===== src/rtl/dmem_burst_master_pkg.sv =====
// Shared widths and FSM encodings for the data-memory burst master.
package dmem_burst_master_pkg;
    localparam int DMEM_ADDR_W = 11;
    localparam int DMEM_DATA_W = 16;
    localparam int DMEM_LEN_W  = 4;

    localparam logic [1:0] ST_IDLE = 2'd0;
    localparam logic [1:0] ST_RD   = 2'd1;
    localparam logic [1:0] ST_WR   = 2'd2;
endpackage


===== src/rtl/dmem_burst_master_addr_counter.sv =====
// Loadable wrapping word address plus burst down-counter; last flags the final word.
module dmem_burst_master_addr_counter
    import dmem_burst_master_pkg::*;
#(
    parameter int ADDR_W = DMEM_ADDR_W,
    parameter int LEN_W  = DMEM_LEN_W
) (
    input  logic              clk,
    input  logic              reset,
    input  logic              load,
    input  logic [ADDR_W-1:0] load_addr,
    input  logic [LEN_W-1:0]  load_len,
    input  logic              inc,
    input  logic              dec,
    output logic [ADDR_W-1:0] addr,
    output logic              last
);
    logic [LEN_W-1:0] cnt;

    // Address wraps naturally at 2^ADDR_W.
    always_ff @(posedge clk) begin
        if (reset) begin
            addr <= '0;
            cnt  <= '0;
        end else if (load) begin
            addr <= load_addr;
            cnt  <= load_len;
        end else begin
            if (inc) addr <= addr + 1'b1;
            if (dec) cnt  <= cnt - 1'b1;
        end
    end

    assign last = (cnt == '0);
endmodule


===== src/rtl/dmem_burst_master.sv =====
// Burst read/write initiator for the 2K x 16 distributed memory (async read, sync write).
module dmem_burst_master
    import dmem_burst_master_pkg::*;
#(
    parameter int ADDR_W = DMEM_ADDR_W,
    parameter int DATA_W = DMEM_DATA_W,
    parameter int LEN_W  = DMEM_LEN_W
) (
    input  logic              clk,
    input  logic              reset,
    input  logic              req_valid,
    output logic              req_ready,
    input  logic              req_write,
    input  logic [ADDR_W-1:0] req_addr,
    input  logic [LEN_W-1:0]  req_len,
    input  logic [DATA_W-1:0] wr_data,
    input  logic              wr_valid,
    output logic              wr_ready,
    output logic [DATA_W-1:0] rd_data,
    output logic              rd_valid,
    input  logic              rd_ready,
    output logic              done,
    output logic [ADDR_W-1:0] mem_a,
    output logic [DATA_W-1:0] mem_d,
    output logic              mem_we,
    input  logic [DATA_W-1:0] mem_spo
);
    logic [1:0] state;
    logic       drain;
    logic       wlast;
    logic       we_q;
    logic       last;
    logic       accept;
    logic       cap;
    logic       wr_hs;

    // Holding off during the done cycle keeps a new accept strictly after done.
    assign req_ready = (state == ST_IDLE) && !done;
    assign accept    = req_valid && req_ready;
    assign wr_ready  = (state == ST_WR) && !wlast;
    assign wr_hs     = wr_valid && wr_ready;
    assign cap       = (state == ST_RD) && !drain && (!rd_valid || rd_ready);

    // Masking with reset stops the memory from writing on the reset edge itself.
    assign mem_we = we_q && !reset;

    dmem_burst_master_addr_counter #(
        .ADDR_W (ADDR_W),
        .LEN_W  (LEN_W)
    ) u_addr_cnt (
        .clk       (clk),
        .reset     (reset),
        .load      (accept),
        .load_addr (req_addr),
        .load_len  (req_len),
        .inc       (cap || ((state == ST_WR) && we_q)),
        .dec       (cap || wr_hs),
        .addr      (mem_a),
        .last      (last)
    );

    always_ff @(posedge clk) begin
        if (reset) begin
            state    <= ST_IDLE;
            drain    <= 1'b0;
            wlast    <= 1'b0;
            we_q     <= 1'b0;
            mem_d    <= '0;
            rd_data  <= '0;
            rd_valid <= 1'b0;
            done     <= 1'b0;
        end else begin
            done <= 1'b0;
            we_q <= wr_hs;
            if (wr_hs) mem_d <= wr_data;
            case (state)
                ST_IDLE: begin
                    if (accept) begin
                        state <= req_write ? ST_WR : ST_RD;
                        drain <= 1'b0;
                        wlast <= 1'b0;
                    end
                end
                ST_RD: begin
                    if (cap) begin
                        rd_data  <= mem_spo;
                        rd_valid <= 1'b1;
                        if (last) drain <= 1'b1;
                    end else if (rd_valid && rd_ready) begin
                        rd_valid <= 1'b0;
                        if (drain) begin
                            state <= ST_IDLE;
                            done  <= 1'b1;
                        end
                    end
                end
                ST_WR: begin
                    if (wr_hs && last) wlast <= 1'b1;
                    // Final word's write edge: mem_a still points at its target here.
                    if (we_q && wlast) begin
                        state <= ST_IDLE;
                        done  <= 1'b1;
                    end
                end
                default: state <= ST_IDLE;
            endcase
        end
    end
endmodule


===== config.mk =====
export PLATFORM = sky130hd
export DESIGN_NAME = dmem_burst_master
export DESIGN_NICKNAME = d
export VERILOG_FILES = /design/src/rtl/dmem_burst_master_pkg.sv /design/src/rtl/dmem_burst_master_addr_counter.sv /design/src/rtl/dmem_burst_master.sv
export SDC_FILE = /design/constraint.sdc
export NUM_CORES = 1
export LEC_CHECK = 0
export CORE_MARGIN = 1
export CORE_UTILIZATION = 35
export DETAILED_ROUTE_END_ITERATION = 6
export GPL_TIMING_DRIVEN = 0
export PLACE_DENSITY = 0.71
export REMOVE_ABC_BUFFERS = 1
export SLEW_MARGIN = 15
export SYNTH_ARGS = -nofsm -noshare
export SYNTH_HDL_FRONTEND = slang
export SYNTH_SLANG_ARGS = --single-unit

===== constraint.sdc =====
create_clock -name clk -period 1.72 [get_ports clk]
set_input_delay 0.258 -clock clk [delete_from_list [all_inputs] [get_ports clk]]
set_output_delay 0.258 -clock clk [all_outputs]
set_load 0.01 [all_outputs]

==> results.json, run 1 <==
{
  "outcome": "finished with violations",
  "violations": "design-rule violations, negative setup slack",
  "place_congestion": 0.740,
  "ys_warn_count": 0,
  "grt_setup_unrepaired": "yes",
  "finalMaxSlewViolations": 0,
  "vias": 2503,
  "antenna_found_initial": 0,
  "clockBufferDepth": 2,
  "route.detailed.drc": 18,
  "synth.most_common_cell": "nand2_1",
  "cts_tree": "yes",
  "synth_cells": 296,
  "power.switching_mw": 2.08,
  "die_h_um": 84.0,
  "synth.distinct_cells": 38,
  "fmax_ghz": 0.571,
  "reg2reg_depth": 7,
  "wire_per_inst_um": 14.0,
  "hold_violations": 0,
  "worst_slack_ns": -0.0319,
  "dieArea_sq_um": 7060,
  "p_leak_nw": 1.36,
  "swShare_pct": 37.3,
  "vdd.ir_drop.worst_v": 0.000703,
  "crit_required_ns": 1.93,
  "post-synth-top-area-cell": "dfxtp_1",
  "synth_ff_type": "dfxtp_1",
  "cts_buffers": 5,
  "coreArea_sq_um": 6420,
  "die_w_um": 84.0,
  "startpoint_type": "flop",
  "diodes": 0,
  "gr-total-overflow": 0,
  "drive_gt1_share_pct": 17.3,
  "ys_ff_latch": 54,
  "io_buffers": 100,
  "cellPowerDensity_nw_per_um2": 1430,
  "crit_type": "reg -> reg",
  "netlist_area_sq_um": 2360,
  "worstMarginPinSlew_ns": 0.331,
  "combPwrFrac_pct": 52.0,
  "tns_ns": -0.0319,
  "grt_pass1_wl_mm": 10.9,
  "gr-usage-all-layers_pct": 18.8,
  "p_int_mw": 3.50,
  "cts-root-buf": "clkbuf_8",
  "start_util_pct": 36.7,
  "clk_pin_slew_ns": 0.10,
  "fin_skew_ns": 0.00542,
  "hold_buffers": 0,
  "ios": 101,
  "min_path_cells": 2,
  "setup_viol": 1,
  "drt_iter0_drc": 103,
  "firstDrtPassIters": 6,
  "synth_common_cells": "76 x nand2_1, 54 x dfxtp_1, 42 x a21oi_1, 16 x nor2_1, 10 x clkbuf_1",
  "power_frac_seq_pct": 33.0,
  "numClockSinks": 54,
  "postSynth.asyncResetShare_pct": 0,
  "drt_wl_total_mm": 6.83,
  "yosysTopAreaCellShare_pct": 45.9,
  "detail-route-antenna-nets": 0,
  "clk_latency_ns": 0.30,
  "endpoint_kind": "flop",
  "post-route-period-util_pct": 102,
  "synth.area.top_cells": "dfxtp_1 46%, nand2_1 12%, a21oi_1 8.9%",
  "grt_pass1_vias": 2366,
  "p_clk_share_pct": 15.0,
  "ys_seq_area_share_pct": 45.9,
  "arrival_ns": 1.96,
  "crit_fanout": 6,
  "grt_max_degree": 38,
  "place_ws_ns": -0.544,
  "drv_cap": 0,
  "avgSynthCellArea_sq_um": 7.96,
  "vias_per_cell": 5.13,
  "cts_max_level": 2,
  "final_util_pct": 60.6,
  "synth_edf_count": 0,
  "holdCritPathClass": "in -> reg",
  "final_nets": 468,
  "areaGrowthSynthToFinish_pct": 65.2,
  "dp_hpwl_mm": 4.19,
  "finalCriticalPeriod_ns": 1.75,
  "num_rows": 29,
  "relSlewSlack_pct": 77.7
}
worst max-delay path, cell delays in order, from the launching register on:
cell and delay (ns):
dfxtp_4 0.37, inv_4 0.07, ha_4 0.13, and2b_2 0.23, buf_4 0.15, a21oi_2 0.06, or3_1 0.34, a311oi_2 0.30
layout by cell type (no fill, tap or decap), types with 4 or more instances in the layout:
| cell | synthesis | layout |
|---|---|---|
| buf_6 | 0 | 4 |
| ha_4 | 0 | 4 |
| a21oi_1 | 42 | 41 |
| clkdlybuf4s50_1 | 0 | 97 |
| o21ai_0 | 9 | 9 |
| dfxtp_1 | 54 | 48 |
| nand2_1 | 76 | 74 |
| or3_1 | 8 | 8 |
| buf_4 | 1 | 17 |
| nand3_1 | 6 | 6 |
| clkbuf_8 | 0 | 5 |
| nor2_1 | 16 | 16 |
| nand2b_1 | 5 | 4 |
| inv_1 | 7 | 5 |
| a311oi_2 | 0 | 5 |
cell families after synthesis:
kind of cell / count (synthesis) / synth area share [%]
AO/OA/AOI/OAI: 72 / 18.5
XOR/XNOR: 2 / 0.744
AND/OR/NAND/NOR: 137 / 27.1
adder cells (fa/ha/maj): 5 / 2.66
buffers and inverters: 24 / 4.25
flip-flops: 54 / 45.9
multiplexers: 2 / 0.903
layout make-up:
type | instances | area (sq um)
well taps | 77 | 96.3
multi-input cells | 220 | 1380
repair buffers | 122 | 1180
clock inverters | 3 | 40.0
flip-flops and latches | 54 | 1100
fillers | 559 | 2530
clock buffers | 5 | 68.8
inverters | 7 | 28.8
per-stage QoR:
step | hold WS (ns) | power [mW] | std cells | area [sq um]
floorplan | 0.327 | 3.02 | 279 | 2280
global placement | 0.441 | 3.92 | 456 | 3380
detailed placement | 0.446 | 3.98 | 457 | 3390
CTS | 0.376 | 5.34 | 483 | 3760
global route | 0.352 | 5.94 | 488 | 3890
finish | 0.338 | 5.58 | 488 | 3890
power groups by stage:
stage | registers (mW) | clock network [mW] | logic (mW)
2_1_floorplan | 1.87 | 0 | 1.14
3_3_place_gp | 1.80 | 0 | 2.12
3_5_place_dp | 1.81 | 0 | 2.17
4_1_cts | 1.82 | 0.858 | 2.66
5_1_grt | 1.89 | 0.913 | 3.14
6_report | 1.84 | 0.837 | 2.90
metal layers:
| layer | vias to the layer above | track usage [%] | part of all wire, % |
|---|---|---|---|
| li1 | 1249 | - | - |
| met1 | 1161 | 23.4 | 46 |
| met2 | 84 | 31.4 | 47 |
| met3 | 9 | 5.34 | 6.4 |
| met4 | 0 | 5.49 | 1.3 |
| met5 | - | 0 | 0 |
flip-flops by register name, indices dropped and copies added (netlist names):
signal and flops:
wlast 1, we_q 1, drain 1, done 1, rd_valid 1, u_addr_cnt.addr 11
state 2, u_addr_cnt.cnt 4, rd_data 16, mem_d 16
final timing paths:
kind         startpoint                end  slack (ns)
max reg2reg    state[1]  u_addr_cnt.cnt[3]       -0.03
min reg2reg  rd_data[1]         rd_data[1]        0.46
min               reset           state[1]        0.34
max            state[1]  u_addr_cnt.cnt[3]       -0.03
timing repair:
action / in CTS / in global routing
setup buffers: 17 / 4
endpoints found under the hold margin: 0 / 0
setup endpoints to repair: 36 / 27
pin swaps: 9 / 14
cloned: 1 / 1
gates resized for setup: 33 / 25
Power figures use the tool's default switching activity.
==> run 2: changes to the inputs <==
--- a/config.mk
+++ b/config.mk
@@ -9,9 +9,10 @@
 export CORE_UTILIZATION = 35
 export DETAILED_ROUTE_END_ITERATION = 6
 export GPL_TIMING_DRIVEN = 0
-export PLACE_DENSITY = 0.71
+export PLACE_DENSITY = 0.7
 export REMOVE_ABC_BUFFERS = 1
 export SLEW_MARGIN = 15
 export SYNTH_ARGS = -nofsm -noshare
 export SYNTH_HDL_FRONTEND = slang
+export SYNTH_HIERARCHICAL = 1
 export SYNTH_SLANG_ARGS = --single-unit
==> results.json, run 2 <==
{
  "min_path_cells": 2,
  "areaGrowthSynthToFinish_pct": 57.9,
  "synthXorXnorAreaFrac_pct": 3.97,
  "relSlewSlack_pct": 55.9,
  "grt_setup_unrepaired": "yes",
  "worst_path_dominant_cell_family": "simple AND/OR/NAND/NOR gates",
  "clk_pin_slew_ns": 0.11,
  "diodes": 0,
  "start_util_pct": 37.1,
  "cts_buffers": 5,
  "drive_gt1_share_pct": 12.7,
  "final_common_cell": "clkdlybuf4s50_1",
  "grt_util_met1_pct": 20.7,
  "worst_slack_ns": 0.0574,
  "synth_top_family_by_area": "simple AND/OR/NAND/NOR gates",
  "final_util_pct": 58.6,
  "post-synth-top-area-cell": "dfxtp_1",
  "drt_wl_total_mm": 6.35,
  "die_w_um": 85.3,
  "place_congestion": 0.791,
  "crit_fanout": 5,
  "swShare_pct": 32.2,
  "fin_cells": 480,
  "p_int_mw": 2.57,
  "busiest_layer": "met2",
  "reg2reg_slack_ns": 0.06,
  "final_nets": 460,
  "combPwrFrac_pct": 35.8,
  "antenna_found_initial": 0,
  "p_leak_nw": 1.37,
  "cts_tree": "yes",
  "fin_skew_ns": 0.0169,
  "fmax_ghz": 0.601,
  "drt_iter0_drc": 90,
  "synth.most_common_cell": "dfxtp_1",
  "dp_hpwl_mm": 4.18,
  "ios": 101,
  "finalCriticalPeriod_ns": 1.66,
  "finalMaxSlewViolations": 0,
  "hold_buffers": 0,
  "grt_max_degree": 33,
  "ys_warn_count": 6,
  "multi_input_area_sq_um": 1330,
  "tns_ns": 0,
  "startpoint_type": "flop",
  "crit_required_ns": 1.97,
  "hold_start": "reset",
  "use_met3_pct": 5.74,
  "dieArea_sq_um": 7270,
  "gr-usage-all-layers_pct": 17.4,
  "n_fill_cell": 584,
  "postSynth.asyncResetShare_pct": 0,
  "netlist_area_sq_um": 2430,
  "clockBufferDepth": 2,
  "power.switching_mw": 1.22,
  "setup_viol": 0,
  "place_ws_ns": -1.19,
  "endpoint_kind": "flop",
  "coreArea_sq_um": 6530,
  "synth_common_cells": "54 x dfxtp_1, 45 x a21oi_1, 41 x nand2_1, 22 x nand3_1, 21 x o21ai_0",
  "gr-total-overflow": 0,
  "crit_chain": "inv_4 -> ha_4 -> nand2b_4 -> o21ai_4 -> nand2_4 -> or3_4 -> a21o_1 -> a21oi_2",
  "p_clk_share_pct": 23.2,
  "die_h_um": 85.3,
  "drv_cap": 0,
  "post-route-period-util_pct": 96.7,
  "cts-root-buf": "clkbuf_8",
  "clk_latency_ns": 0.31,
  "cp_slowest_cell": "or3_4",
  "crit_buf_inv": 1,
  "reg2reg_from": "state[1]",
  "hold_end": "rd_data[2]",
  "synth.distinct_cells": 38,
  "vias_per_cell": 5.03,
  "reg_top3": "mem_d: 16 flops, rd_data: 16 flops, u_addr_cnt/addr: 11 flops",
  "io_buffers": 100,
  "reg2reg_depth": 8,
  "cp-startpoint": "state[1]",
  "arrival_ns": 1.91,
  "numClockSinks": 54,
  "crit_type": "reg -> reg",
  "outcome": "finished, final reports clean",
  "cts_max_level": 2,
  "synth_ff_type": "dfxtp_1",
  "synth_edf_count": 0,
  "grt_pass1_wl_mm": 10.3,
  "hold_violations": 0,
  "grt_pass1_vias": 2281,
  "yosysTopAreaCellShare_pct": 44.6,
  "detail-route-antenna-nets": 0,
  "holdCritPathClass": "in -> reg",
  "synth.area.top_cells": "dfxtp_1 45%, a21oi_1 9.3%, nand2_1 6.3%",
  "ys_ff_latch": 54,
  "power_mw": 3.79,
  "vias": 2413,
  "synth_mux_area_share_pct": 3.30,
  "area.sequential_sq_um": 1090,
  "cellPowerDensity_nw_per_um2": 990,
  "synth_cells": 299,
  "synth_compound_area_share_pct": 17.6,
  "synth_fa_ha_area_share_pct": 2.58,
  "slowest_delay_ns": 0.37,
  "place_inst": 456,
  "vdd.ir_drop.worst_v": 0.000478,
  "num_rows": 29,
  "final_cell_mix": "96 x clkdlybuf4s50_1, 52 x dfxtp_1, 45 x a21oi_1, 41 x nand2_1, 22 x nand3_1",
  "wire_per_inst_um": 13.2,
  "power_frac_seq_pct": 41.0,
  "firstDrtPassIters": 5,
  "route.detailed.drc": 0,
  "worstMarginPinSlew_ns": 0.662,
  "rr_endpoint": "u_addr_cnt/addr[6]",
  "synthSimpleGateAreaFrac_pct": 22.3,
  "ys_seq_area_share_pct": 44.6,
  "grtUsageMet2_pct": 30.6,
  "avgSynthCellArea_sq_um": 8.11
}
## run 2: cell types whose count changed after synthesis, moves of 6 or more
cell	before	now
a311oi_1	8	0
mux2i_1	1	8
nand2_1	76	41
nand3_1	6	22
o21ai_0	9	21
or3_1	8	2
## run 2: worst max path at each step
stage,endpoint,depth (start not counted)
after global routing,u_addr_cnt/addr[5],9
after CTS,u_addr_cnt/addr[6],8
after floorplan,u_addr_cnt/addr[6],8
after global placement,u_addr_cnt/addr[10],7
after detailed placement,u_addr_cnt/addr[8],7
final,u_addr_cnt/addr[6],8
## run 2: power by group through the flow
stage / logic, mW / clock network (mW) / registers, mW
after floorplan: 0.569 / 0 / 1.60
final: 1.36 / 0.878 / 1.56
after detailed placement: 1.16 / 0 / 1.56
after global routing: 1.49 / 0.955 / 1.58
after global placement: 1.14 / 0 / 1.56
after CTS: 1.28 / 0.904 / 1.54
## run 2: metrics by stage
| stage | cell area, sq um | hold slack (ns) |
|---|---|---|
| 6_report | 3830 | 0.339 |
| 5_1_grt | 3830 | 0.347 |
| 4_1_cts | 3690 | 0.328 |
| 3_5_place_dp | 3440 | 0.447 |
| 3_3_place_gp | 3420 | 0.441 |
| 2_1_floorplan | 2320 | 0.320 |
## run 2: logic make-up (layout without fill, tap and decap cells)
kind of cell	Yosys count	count (layout)
fa+ha+maj	5	5
mux	8	8
simple gates	112	112
xor+xnor	11	11
compound gates	78	78
flops	54	54
buf+inv	31	135
## run 2: area by class of cell
type / count / share of cell area (%)
clock inverter: 3 / 1.27
timing repair inverter: 1 / 0.196
inverter: 10 / 1.14
sequential: 54 / 28.4
tap: 77 / 2.52
clock buffer: 5 / 1.80
multi-input combinational: 214 / 34.7
timing repair buffer: 116 / 30.0
## run 2: what timing repair did
item	CTS	global route
pin swaps	4	6
endpoints found under the hold margin	0	0
gates cloned	1	0
buffers inserted	7	8
gates resized for setup	24	18
setup endpoints to repair	38	18
## run 2: worst reg2reg max path, delay by kind of cell (launching register included)
kind	cells	cell delay, ns
flip-flops	1	0.36
AND/OR/NAND/NOR	3	0.53
buffers and inverters	1	0.06
AO/OA/AOI/OAI	3	0.49
adder cells (fa/ha/maj)	1	0.17
## run 2: routing by layer
layer,wire length [um],up-vias
met5,0,-
met1,2750,1105
li1,-,1222
met4,80,0
met2,3080,77
met3,442,9
==> run 3: changes to the inputs <==
--- a/config.mk
+++ b/config.mk
@@ -9,7 +9,7 @@
 export CORE_UTILIZATION = 35
 export DETAILED_ROUTE_END_ITERATION = 6
 export GPL_TIMING_DRIVEN = 0
-export PLACE_DENSITY = 0.7
+export PLACE_DENSITY = 0.68
 export REMOVE_ABC_BUFFERS = 1
 export SLEW_MARGIN = 15
 export SYNTH_ARGS = -nofsm -noshare
==> constraint.sdc (replaced) <==
create_clock -name clk -period 1.7 [get_ports clk]
set_input_delay 0.255 -clock clk [delete_from_list [all_inputs] [get_ports clk]]
set_output_delay 0.255 -clock clk [all_outputs]
set_load 0.01 [all_outputs]
==> results.json, run 3 (synthesized netlist as in run 2, its figures left out) <==
{
  "tns_ns": 0,
  "outcome": "finished, final reports clean",
  "drt_wl_total_mm": 6.46,
  "post-route-period-util_pct": 96.8,
  "crit_buf_inv": 2,
  "relSlewSlack_pct": 54.3,
  "reg_top3": "mem_d: 16 flops, rd_data: 16 flops, u_addr_cnt/addr: 11 flops",
  "crit_type": "reg -> reg",
  "hold_violations": 0,
  "arrival_ns": 1.86,
  "endpoint_kind": "flop",
  "grt_setup_unrepaired": "yes",
  "final_util_pct": 58.5,
  "power_mw": 3.77,
  "dieArea_sq_um": 7270,
  "swShare_pct": 33.3,
  "grt_max_degree": 33,
  "min_path_cells": 2,
  "fin_cells": 481,
  "grt_pass1_wl_mm": 10.5,
  "numClockSinks": 54,
  "hold_start": "reset",
  "detail-route-antenna-nets": 0,
  "dp_hpwl_mm": 4.09,
  "place_congestion": 0.772,
  "p_leak_nw": 1.37,
  "reg2reg_depth": 9,
  "io_buffers": 100,
  "cts_tree": "yes",
  "cp_slowest_cell": "dfxtp_4",
  "power_frac_seq_pct": 41.8,
  "final_common_cell": "clkdlybuf4s50_1",
  "drt_iter0_drc": 100,
  "cts_buffers": 5,
  "fmax_ghz": 0.608,
  "clockBufferDepth": 2,
  "gr-usage-all-layers_pct": 17.6,
  "route.detailed.drc": 0,
  "crit_fanout": 6,
  "cts_max_level": 2,
  "die_w_um": 85.3,
  "combPwrFrac_pct": 37.6,
  "finalCriticalPeriod_ns": 1.65,
  "vias": 2389,
  "reg2reg_from": "state[1]",
  "clk_latency_ns": 0.31,
  "antenna_found_initial": 0,
  "finalMaxSlewViolations": 0,
  "worstMarginPinSlew_ns": 0.683,
  "reg2reg_slack_ns": 0.05,
  "hold_buffers": 0,
  "worst_slack_ns": 0.0544,
  "diodes": 0,
  "hold_end": "rd_valid",
  "place_ws_ns": -1.24,
  "p_clk_share_pct": 20.5,
  "drv_cap": 0,
  "cts-root-buf": "clkbuf_8",
  "crit_required_ns": 1.91,
  "vias_per_cell": 4.97,
  "crit_chain": "inv_4 -> ha_4 -> nand2b_4 -> o21ai_4 -> buf_6 -> nand4_1 -> nor2_1 -> xor2_1 -> o21a_1",
  "slowest_delay_ns": 0.37,
  "die_h_um": 85.3,
  "p_int_mw": 2.52,
  "firstDrtPassIters": 4,
  "n_fill_cell": 588,
  "areaGrowthSynthToFinish_pct": 57.6,
  "rr_endpoint": "u_addr_cnt/addr[5]",
  "cellPowerDensity_nw_per_um2": 986,
  "power.switching_mw": 1.25,
  "gr-total-overflow": 0,
  "wire_per_inst_um": 13.4,
  "startpoint_type": "flop",
  "setup_viol": 0,
  "worst_path_dominant_cell_family": "flip-flops",
  "drive_gt1_share_pct": 13.6,
  "fin_skew_ns": 0.00964,
  "grt_pass1_vias": 2269,
  "coreArea_sq_um": 6530,
  "start_util_pct": 37.1,
  "holdCritPathClass": "in -> reg",
  "vdd.ir_drop.worst_v": 0.000453,
  "clk_pin_slew_ns": 0.10,
  "ios": 101,
  "num_rows": 29,
  "final_cell_mix": "96 x clkdlybuf4s50_1, 50 x dfxtp_1, 45 x a21oi_1, 41 x nand2_1, 21 x nand3_1",
  "place_inst": 456,
  "final_nets": 461
}
run 3: worst max path at each step:
| stage | start | end | slack, ns | cells after the start |
|---|---|---|---|---|
| after floorplan | state[1] | u_addr_cnt/addr[6] | -0.81 | 8 |
| after global placement | rd_ready | u_addr_cnt/addr[10] | -1.53 | 7 |
| after detailed placement | rd_ready | u_addr_cnt/addr[8] | -1.24 | 7 |
| after CTS | state[1] | u_addr_cnt/addr[6] | -0.01 | 8 |
| after global routing | state[1] | u_addr_cnt/addr[5] | -0.06 | 9 |
| final | state[1] | u_addr_cnt/addr[5] | 0.05 | 9 |
run 3: area by class of cell:
| type | count | area (sq um) | share of cell area, % |
|---|---|---|---|
| clock buffers | 6 | 82.6 | 2.16 |
| multi-input cells | 214 | 1340 | 35.1 |
| inverters | 10 | 43.8 | 1.15 |
| well taps | 77 | 96.3 | 2.52 |
| repair buffers | 117 | 1140 | 29.8 |
| repair inverters | 1 | 7.51 | 0.196 |
| clock inverters | 2 | 16.3 | 0.425 |
| flip-flops and latches | 54 | 1090 | 28.6 |
run 3: power by group through the flow:
stage | clock network [mW] | logic, mW | registers [mW]
floorplan | 0 | 0.576 | 1.62
finish | 0.774 | 1.42 | 1.58
detailed placement | 0 | 1.17 | 1.58
global placement | 0 | 1.16 | 1.57
global route | 0.862 | 1.56 | 1.60
CTS | 0.804 | 1.33 | 1.57
run 3: timing repair:
item                       4_1_cts  5_1_grt
gates cloned                     1        0
setup endpoints to repair       42       15
pin swaps                        4        9
buffers inserted                10        6
gates resized for setup         30       18
run 3: per-layer routing:
| layer | vias to the layer above | share of wire (%) | track usage, % |
|---|---|---|---|
| li1 | 1230 | - | - |
| met1 | 1079 | 45 | 22.5 |
| met2 | 74 | 47 | 30.1 |
| met3 | 6 | 6.5 | 4.86 |
| met4 | 0 | 0.59 | 3.33 |
| met5 | - | 0 | 0 |
run 3: per-stage QoR:
stage               cell area (sq um)  hold slack [ns]
floorplan                        2320            0.317
global placement                 3420            0.442
detailed placement               3440            0.446
CTS                              3710            0.301
global route                     3820            0.315
finish                           3820            0.305
